==> src/rtl/pc_update_unit.sv <==
// rtl/pc_update_unit.sv - LEGv8 program counter with fetch handshake, retire counter and sticky halt
module pc_update_unit #(
    parameter logic [63:0] RESET_PC  = 64'h0,
    parameter int          CNT_WIDTH = 32
) (
    input  logic                 CLK,
    input  logic                 resetl,
    input  logic [63:0]          BusImm,
    input  logic                 Branch,
    input  logic                 Uncondbranch,
    input  logic                 Zero,
    input  logic                 Halt,
    input  logic                 imem_ack,
    output logic                 imem_req,
    output logic [63:0]          CurrentPC,
    output logic                 instr_valid,
    output logic                 branch_taken,
    output logic                 halted,
    output logic [CNT_WIDTH-1:0] instret
);

    typedef enum logic [1:0] {
        ST_FETCH  = 2'd0,
        ST_EXEC   = 2'd1,
        ST_HALTED = 2'd2
    } state_t;

    state_t               state_q, state_d;
    logic [63:0]          pc_q, pc_d;
    logic [CNT_WIDTH-1:0] instret_q, instret_d;
    logic                 halted_q, halted_d;
    logic                 taken;

    assign taken = Uncondbranch | (Branch & Zero);

    always_comb begin
        state_d   = state_q;
        pc_d      = pc_q;
        instret_d = instret_q;
        halted_d  = halted_q;
        case (state_q)
            ST_FETCH: begin
                if (imem_ack) begin
                    state_d = ST_EXEC;
                end
            end
            ST_EXEC: begin
                instret_d = instret_q + CNT_WIDTH'(1);
                // Halt wins over any redirect: the PC stays on the halt instruction.
                if (Halt) begin
                    state_d  = ST_HALTED;
                    halted_d = 1'b1;
                end else begin
                    pc_d    = taken ? (pc_q + BusImm) : (pc_q + 64'd4);
                    state_d = ST_FETCH;
                end
            end
            ST_HALTED: begin
                state_d = ST_HALTED;
            end
            default: begin
                state_d = ST_FETCH;
            end
        endcase
    end

    always_ff @(posedge CLK or negedge resetl) begin
        if (!resetl) begin
            state_q   <= ST_FETCH;
            pc_q      <= RESET_PC;
            instret_q <= '0;
            halted_q  <= 1'b0;
        end else begin
            state_q   <= state_d;
            pc_q      <= pc_d;
            instret_q <= instret_d;
            halted_q  <= halted_d;
        end
    end

    // The state register already sits in FETCH during reset, so the request is gated by resetl.
    assign imem_req     = resetl & (state_q == ST_FETCH);
    assign instr_valid  = (state_q == ST_EXEC);
    assign branch_taken = instr_valid & taken & ~Halt;
    assign CurrentPC    = pc_q;
    assign instret      = instret_q;
    assign halted       = halted_q;

endmodule

==> config.mk <==
export PLATFORM = sky130hd
export DESIGN_NAME = pc_update_unit
export DESIGN_NICKNAME = d
export VERILOG_FILES = /design/src/rtl/pc_update_unit.sv
export SDC_FILE = /design/constraint.sdc
export NUM_CORES = 1
export LEC_CHECK = 0
export ABC_CLOCK_PERIOD_IN_PS = 3400
export BUFFER_PORTS_ARGS = -buffer_cell sky130_fd_sc_hd__buf_4
export CORE_MARGIN = 5
export CORE_UTILIZATION = 40
export DETAILED_ROUTE_END_ITERATION = 6
export SYNTH_ARGS = -nofsm -noshare
export SYNTH_HDL_FRONTEND = slang
export SYNTH_SLANG_ARGS = --single-unit
==> constraint.sdc <==
create_clock -name CLK -period 3.4 [get_ports CLK]
set_input_delay 0.17 -clock CLK [delete_from_list [all_inputs] [get_ports CLK]]
set_output_delay 0.17 -clock CLK [all_outputs]
set_load 0.1 [all_outputs]
* Yosys cells after proc, flatten, opt, wreduce, memory -nomap -nowiden
Cells that the tools add are included.
Cells by class: muxes and demuxes 4, reductions and logical operators 3, div/mod/pow operators 0, $add $sub $neg 3, shift operators 0, multipliers 0, eq/ne operators 3, bitwise operators 6, $lt $le $gt $ge 0
Operators by type and width (count):
- adder 64 x 3 -> 64 bit (second input constant) | 1
- adder 64 bit | 1
- two-way mux 64 bit | 1
- adder 32 x 1 -> 32 bit (second input constant) | 1
- case mux 2 bit (3 select lines) | 1
- AND 1 bit | 4
- two-way mux 2 bit | 2
- AND reduction 2 bit | 2
- == test 2 x 1 -> 1 bit (second input constant) | 1
- == test 2 bit (second input constant) | 1
- zero test 2 bit | 1
- != test 2 bit (second input constant) | 1
- inverter 1 bit | 1
- bitwise OR 1 bit | 1
Storage, ports and cells: memories 0, word-level logic and storage cells 23, memory bits (read-only) 0, latch bits 0, register bits 99, memory bits (writable) 0

* Depth between registers and ports, before layout
depth after elaboration 4, depth in mapped cells 13

* Worst setup path before layout
OpenSTA, ideal clock, no wires.
path type reg-to-reg, from register state_q[1], to register pc_q[44], in the netlist CurrentPC[44], slack -0.266 ns, clock period less this slack 3.666 ns, stages on the path, launching flop included 9, arrival 3.470 ns, cells stage by stage dfrtp_1 nor2b_1 clkbuf_1 nor2b_1 nand2_1 clkbuf_1 inv_1 buf_1 a211oi_1
Between the ends: word-level cells in the longest chain between the ends 2
Ends and longest elaborated chain:
- from (decl) | RTL line 28 | state_t state_q, state_d;
- from (signal assigned) | RTL line 74 | state_q <= state_d;
- == test 2 x 1 -> 1 bit
- net instr_valid | RTL line 16 | output logic instr_valid,
- AND reduction 2 bit (no line)
- to (signal assigned) | RTL line 75 | pc_q <= pc_d;
- to (decl) | RTL line 29 | logic [63:0] pc_q, pc_d;
The timed path passes the listed nets, and every way through them passes these cells. A chain may end at the register's enable or synchronous reset.

* Final worst setup path
from register pc_q[19], in the netlist CurrentPC[19], to register pc_q[60], in the netlist CurrentPC[60]
Between the ends: word-level cells in the longest chain between the ends 2
Ends and longest elaborated chain:
- adder 64 x 3 -> 64 bit or adder 64 bit (tied branches) | RTL line 54 | pc_d = taken ? (pc_q + BusImm) : (pc_q + 64'd4);
- two-way mux 64 bit (*) | RTL line 54
Every way passes the cells marked *; elsewhere a longest branch is shown, timed or not.

==> impl_results.md <==
* Worst slew margin at ~47%
* Synth Register Bits at 99
* Synth cell count leaders: 166 x a21oi_1, 120 x nand2_1, 99 x dfrtp_1
* Vias per Instance at 5.86
* Vias in the first global route at 9218
* P_sw at 7.85 mW
* Setup crit end: CurrentPC[60]$_DFFE_PN0P_
* HP Class: primary input to flip-flop
* Seq/Total Area, Yosys at a little over a quarter
* CP Launch Point: CurrentPC[19]$_DFFE_PN0P_
* CTS Root Cell: clkbuf_16
* Switching Share at ~60%
* Synthesized area per cell at around 8 um2
* Drc violations at 0
* Worst setup SP type: flip-flop
* Clock power share at approximately 8.3%
* Fin nets at around 1500
* Critical Path Sink Type: flip-flop
* Total GRT Usage at a little under a quarter
* Initial Util at between 40 and 50%
* Layout area overhead at 23.6%
* Critical-path cell list: ha_2, nand2_1, o21ai_0, o21bai_2, and2b_1, a41oi_4, a211o_1, a211o_1, nand2_2, and4b_1, nor3_2, a311oi_2
* Final Wtd Congestion at 0.907
* Clock Latency Late Sink at approximately 370 ps
* Final wirelength at a little over 30 mm
* Largest net degree at the start of global routing at 72
* Critical Path AT at 3470 ps
* Io pins at ~170
* FMAX at approximately 310 MHz
* Core footprint at 22500 um2
* Req. time, crit path at about 3700 ps
* Syn Nets at 1299
* R2R Path Start: CurrentPC[19]$_DFFE_PN0P_
* Synthesized cell area at around 9100 um2
* Worst flop-to-flop path endpoint: CurrentPC[60]$_DFFE_PN0P_
* Most used cell, CP: a211o_1
* Internal Power at about 5.2 mW
* Final instance area at about 11000 um2
* Most common cell in the netlist: a21oi_1
* Final hold vios at 0
* Leakage power at around 4.8 nW
* Post-DP HPWL at around 23 mm
* Yosys warns at 0
* Share of layout cells above drive strength 1 at 23.6%
* Max Slew Vio Count at 0
* Worst-path clk slew at ~80 ps
* First-pass GRT wire length at between 40 and 50 mm
* Critical path type: flip-flop to flip-flop
* Finish-stage setup viols at 0
* Power density over the cells at around 1200 nW/um2
* Core Rows at 55
* Vias at around 9500
* Status: complete, no violations
* Initial antenna violation count at 0
* Combinational share of power at roughly three quarters
* Drt initial violations at 652
* Die area at approximately 26000 um2
* Maximum vdd drop at between 0.6 and 0.7 mV
* Part of the cycle the worst path needs at a little over nine tenths
* Worst Clk Skew at ~12 ps
* FFs w/ async S/R, synth at 100%
* Slew @ Worst Pin at between 800 and 900 ps
* Register-to-register setup slack at between 200 and 250 ps
* Worst-case clock buffer depth at 2
* Sequential share of power at roughly 17%
* Die X at about 160 um
* CTS buffer count at 9
* R2R cell count at 12
* Antenna cell count at 0
* CTS Sinks at ~100
* Most used DFF post-synth: dfrtp_1
* Dominant cell type by area after synthesis: dfrtp_1
* First drt pass iteration count at 5
* Worst Hold Depth at 2
* CP peak stage delay at between 400 and 500 ps
* Drt wl/cell at around 19 um
* H-tree depth at 3
* Distinct cell type count after synthesis at 80
* CTS tree: yes
* Port buffer count at between 150 and 200
* Max-Cap Viols at 0
* Antenna-violating nets left at 0
* Final WS setup at roughly 210 ps
* Die H at 161 um
* Syn Inst Count at ~1200
* EDFF count, synth at 0
* Area fraction of the dominant cell type after synthesis at ~27%
* Largest cells by area after synthesis: dfrtp_1 27%, a21oi_1 9.2%, ha_1 9.0%
* Cell Area, Placed at 10800 um2
* Pre-CTS worst setup slack at between 50 and 60 ps
* Slowest stage cell, crit path: dfrtp_2
* GRT overflow at 0
* Tmin final at 3190 ps
* Max Fanout on Critical Path at 8
## state kept, by name, indices dropped and copies added, names as in the netlist
name	count
halted	1
state_q	2
instret	32
CurrentPC	64
## final cells by class
cell class / count / area, um2
Multi-Input combinational cell: 981 / 6350
Clock buffer: 9 / 225
Tap cell: 285 / 357
Clock inverter: 7 / 72.6
Fill cell: 2252 / 11300
Sequential cell: 99 / 2510
Timing Repair Buffer: 216 / 1620
Inverter: 15 / 56.3
## worst min path at each step
stage	start	endpoint	slack [ps]
2_1_floorplan	resetl	CurrentPC[0]$_DFFE_PN0P_	-130
3_3_place_gp	resetl	CurrentPC[54]$_DFFE_PN0P_	200
3_5_place_dp	resetl	CurrentPC[54]$_DFFE_PN0P_	200
4_1_cts	imem_ack	state_q[0]$_DFFE_PN0P_	50
5_1_grt	imem_ack	state_q[0]$_DFFE_PN0P_	50
6_report	imem_ack	state_q[0]$_DFFE_PN0P_	60
## cells in the final DEF (no fill, tap or decap), drive strengths merged, types with 10 or more instances in the layout
master,instances
ha,65
a21o,31
nand4,41
dfrtp,99
nor2,87
o21ai,96
nand3,48
nor2b,13
o21bai,15
xnor2,61
inv,18
nand2,122
a31oi,11
xor2,28
a21oi,169
nand2b,10
and2,11
or3,13
and4,11
buf,215
o22ai,19
and3,13
nor3,24
## cells by family after synthesis
kind of cell	Yosys count	synth area share, %
buffers and inverters	82	3.59
AND/OR/NAND/NOR	410	22.8
AO/OA/AOI/OAI	413	28.1
flip-flops	99	27.3
multiplexers	3	0.373
adder cells (fa/ha/maj)	66	9.20
XOR/XNOR	89	8.60
## routing by layer
layer	part of all wire, %	global-route usage, %
met1	45	31.7
met2	47	37.3
met3	5.6	2.80
met4	2.5	8.37
met5	0	0
## what timing repair did
| item | in CTS | in global routing |
|---|---|---|
| hold buffers | 1 | 0 |
| hold endpoints to repair | 38 | 0 |
| buffers inserted | 0 | 1 |
| resized for setup | 0 | 19 |
| setup endpoints to repair | 0 | 16 |
## stage by stage
step	setup TNS (ps)	cells	util (%)	hold WS [ps]	total power [mW]
after floorplan	0	1162	-	-126	9.42
after global placement	0	1594	48.0	204	11.8
after detailed placement	0	1594	48.0	200	11.8
after CTS	0	1611	49.4	46.4	12.9
after global routing	-3.32	1612	49.8	51.6	13.9
final	0	1612	49.8	59.9	13.0
## worst max-delay path, delay by kind of cell (launching register included)
family,cells,cell delay (ps)
fa+ha+maj,1,430
simple gates,5,740
compound gates,6,1470
flops,1,460
## power groups by stage
stage	registers, mW	clock network, mW	logic [mW]
2_1_floorplan	5.10	0	4.32
3_3_place_gp	2.19	0	9.60
3_5_place_dp	2.20	0	9.60
4_1_cts	2.18	1.11	9.64
5_1_grt	2.26	1.15	10.5
6_report	2.19	1.08	9.76
Power figures use the tool's default switching activity.
